File: src/rtl/dmux_pkg.sv
// Shared defaults and lane-slicing helper for the registered demultiplexer.
package dmux_pkg;

    localparam int DEFAULT_SEL_W  = 2;
    localparam int DEFAULT_DATA_W = 1;

    // Low bit of lane k within a flattened bus of data_w-wide lanes.
    function automatic int lane_lo(input int k, input int data_w);
        return k * data_w;
    endfunction

endpackage

File: src/rtl/dmux_decoder.sv
// Combinational one-hot decode of the lane select, gated by enable.
module dmux_decoder
    import dmux_pkg::*;
#(
    parameter int SEL_W = DEFAULT_SEL_W
) (
    input  logic                  enable,
    input  logic [SEL_W-1:0]      s,
    output logic [(2**SEL_W)-1:0] onehot
);

    always_comb begin
        onehot = '0;
        if (enable) begin
            onehot[s] = 1'b1;
        end
    end

endmodule

File: src/rtl/dmux_1to4.sv
// Registered 1-to-N demux: i_in is routed to lane s when enabled, every other lane is zero.
module dmux_1to4
    import dmux_pkg::*;
#(
    parameter int SEL_W  = DEFAULT_SEL_W,
    parameter int DATA_W = DEFAULT_DATA_W
) (
    input  logic                             clk,
    input  logic                             rst,
    input  logic                             enable,
    input  logic [DATA_W-1:0]                i_in,
    input  logic [SEL_W-1:0]                 s,
    output logic [((2**SEL_W)*DATA_W)-1:0]   y
);

    localparam int N_OUT = 2 ** SEL_W;

    logic [N_OUT-1:0]        onehot;
    logic [N_OUT*DATA_W-1:0] y_next;

    dmux_decoder #(
        .SEL_W (SEL_W)
    ) u_decoder (
        .enable (enable),
        .s      (s),
        .onehot (onehot)
    );

    for (genvar k = 0; k < N_OUT; k++) begin : g_lane
        assign y_next[lane_lo(k, DATA_W) +: DATA_W] = i_in & {DATA_W{onehot[k]}};
    end

    // Whole bus updates on one edge, so a lane switch never shows two lanes active.
    always_ff @(posedge clk) begin
        if (rst) begin
            y <= '0;
        end else begin
            y <= y_next;
        end
    end

endmodule

File: config.mk
export PLATFORM = sky130hd
export DESIGN_NAME = dmux_1to4
export DESIGN_NICKNAME = d
export VERILOG_FILES = /design/src/rtl/dmux_pkg.sv /design/src/rtl/dmux_decoder.sv /design/src/rtl/dmux_1to4.sv
export SDC_FILE = /design/constraint.sdc
export NUM_CORES = 1
export LEC_CHECK = 0
export ABC_AREA = 1
export CORE_AREA = 2 2 39 41
export DETAILED_ROUTE_END_ITERATION = 16
export DIE_AREA = 0 0 41 43
export SYNTH_ARGS = -nofsm -noshare
export SYNTH_HDL_FRONTEND = slang
export SYNTH_SLANG_ARGS = --single-unit
File: constraint.sdc
create_clock -name clk -period 0.8 [get_ports clk]
set_input_delay 0.08 -clock clk [delete_from_list [all_inputs] [get_ports clk]]
set_output_delay 0.08 -clock clk [all_outputs]
set_load 0.01 [all_outputs]
==> reports/metrics.csv <==
stage;metric;value;unit
worst_setup_path;crit-path max FO;1;
timing;Relative slew margins;0.933;
clock_network;CTS tree;built;
finish;area delta synth->final;90.9;%
pwr;Worst IR Drop VDD;260;µV
global_route;vias in the first global route;128;
clock_network;H-tree levels;1;
die;# rows;14;
global_route;first-pass GRT wire length;427;µm
synthesis;sequential area share after synthesis;0.646;
synthesis;Post-synth top cells;dfxtp_1, nor2_1, inv_1, nand2_1, nand3_1;
placed_design;DP Worst Slack;-0.0951;ns
die;die area;1760;µm²
die;Starting Density;0.0895;
worst_setup_path;WS Path Type;flip-flop to primary output;
worst_setup_path;Levels on crit path;1;
synthesis;main flop type after synthesis;dfxtp_1;
pwr;Lkg Pwr;0.116;nW
drt;First-pass DRT Iterations;2;
clock_network;clk sinks;4;
pwr;total chip power;0.000493;W
clock_network;CTS Buf Count;3;
timing;RSZ-0062 raised after global routing;false;
synthesis;Syn Nets;21;
synthesis;syn avg cell area;8.26;µm²
global_route;initial antenna violation count;0;
worst_setup_path;worst-path cell chain;buf_2;
clock_network;number of post-CTS setup repair buffers;0;
drt;DRC violations left;0;
global_route;total gr overflow;0;
pwr;Pwr Density;2080;nW/µm²
synthesis;cell taking the most area after synthesis;dfxtp_1;
drt;vias;123;
worst_setup_path;max incr delay on CP;0.28;ns
placed_design;Final Wtd Congestion;0.668;
worst_setup_path;Worst setup EP type;primary output;
worst_setup_path;Worst path slowest cell;dfxtp_1;
timing;Slew Viols, Final;0;
synthesis;fraction of registers with async set/reset;0;
worst_setup_path;CP delay by family, top;flip-flops;
worst_setup_path;critical path startpoint category;flip-flop;
hold_path;Hold/Removal Path Class;input pin to flip-flop;
hold_path;Min-Delay Path Depth;3;
synthesis;Post-synth EDFFs;0;
synthesis;yosys warns;0;
synthesis;Yosys reg bits;4;
job;maxcap violations;0;
drt;Routed WL;269;µm
finish;final net count;35;
drt;antenna-violating nets left;0;
timing;Max Freq;1.38;GHz
synthesis;synth unique cells;5;
finish;max FFs per register;4;
finish;Top reg by flops;y;
synthesis;Synth Instances;15;
die;Die W;41;µm
die;CORE AREA;1380;µm²
global_route;largest net degree at the start of global routing;3;
timing;post-layout minimum cycle time;0.724;ns
timing;Final Hold Fails;0;
outcome;status;complete, no violations;
worst_setup_path;WP data required;0.72;ns
die;Ports;10;
synthesis;share of the synthesized area in the top cell type;0.646;
finish;share of cells above drive strength 1;0.259;
drt;DR iter-0 viols;1;
die;Die Y-Extent;43;µm
global_route;all-layer global routing usage;0.0451;
worst_setup_path;CP arrival;0.64;ns
drt;WL per Instance;6.26;µm
finish;final core utilization;0.171;
timing;worst-margin pin slew;0.0995;ns
finish;diode count;0;
synthesis;dominant cells by area after synthesis;dfxtp_1, nor2_1, inv_1, nand3_1, nand2_1;
worst_setup_path;WP buf/inv;1;
clock_network;root buffer cell;clkbuf_4;
timing;Final Worst Setup Slack;0.0764;ns
clock_network;maximum root-to-sink buffer count;2;
clock_network;Clk pin slew, worst setup/hold paths;0.04;ns
placed_design;Port Buffers;9;
timing;Period Utilization, post-route;0.904;
finish;Largest regs;y: 4 flops;
drt;Via density;2.86;
finish;Fill cells;160;
timing;count of final setup violators;0;
synthesis;Mapped Area;124;µm²
-- cells by family after synthesis --
| logic type | count (synthesis) | synth area share |
|---|---|---|
| flip-flops | 4 | 0.646 |
| AND/OR/NAND/NOR | 8 | 0.263 |
| buffers and inverters | 3 | 0.0909 |
-- per-layer routing --
metal / global-route usage / routed length (µm) / part of all wire
met5: 0 / 0 / 0
met1: 0.0417 / 121 / 0.45
met4: 0.120 / 0 / 0
met2: 0.0438 / 112 / 0.42
met3: 0 / 34 / 0.13
-- cells in the final DEF, fill, tap and decap left out --
master,n
nand2_1,2
buf_2,4
inv_1,3
nor2_1,4
nand3_1,2
dfxtp_1,4
clkdlybuf4s50_1,5
clkbuf_4,3
-- metrics by stage --
stage | cell area, µm² | std cells | TNS (ns) | hold slack, ns
floorplan | 124 | 15 | 0 | 0.224
global placement | 234 | 40 | -0.458 | 0.677
detailed placement | 234 | 40 | -0.498 | 0.686
CTS | 236 | 43 | 0 | 0.437
global route | 236 | 43 | 0 | 0.481
finish | 236 | 43 | 0 | 0.443
-- worst paths after layout --
| kind | to | start | slack, ns |
|---|---|---|---|
| worst max-delay path | y[0] | y[0] | 0.08 |
| worst min-delay path | y[2] | i_in | 0.44 |
-- where the power goes --
part	switching (W)	internal (W)
logic	0.0000157	0.0000276
clock network	0.0000776	0.000167
registers	0.000000586	0.000204
total	0.0000939	0.000399
-- worst min-delay path, stage by stage --
cell and delay [ns]:
clkdlybuf4s50_1 0.42, nand2_1 0.08, nor2_1 0.04
-- what timing repair did --
| item | 4_1_cts | 5_1_grt |
|---|---|---|
| endpoints found under the setup margin | 4 | 0 |
| resized for setup | 16 | 0 |
| hold buffers | 0 | 0 |
-- final cells by class --
cell class / count / area, µm² / share of cell area
multi-input cells: 8 / 32.5 / 0.138
flip-flops and latches: 4 / 80.1 / 0.339
clock buffers: 3 / 22.5 / 0.0952
well taps: 16 / 20.0 / 0.0847
inverters: 3 / 11.3 / 0.0476
repair buffers: 9 / 70.1 / 0.296
No activity file was read; power rests on OpenSTA's default activity.
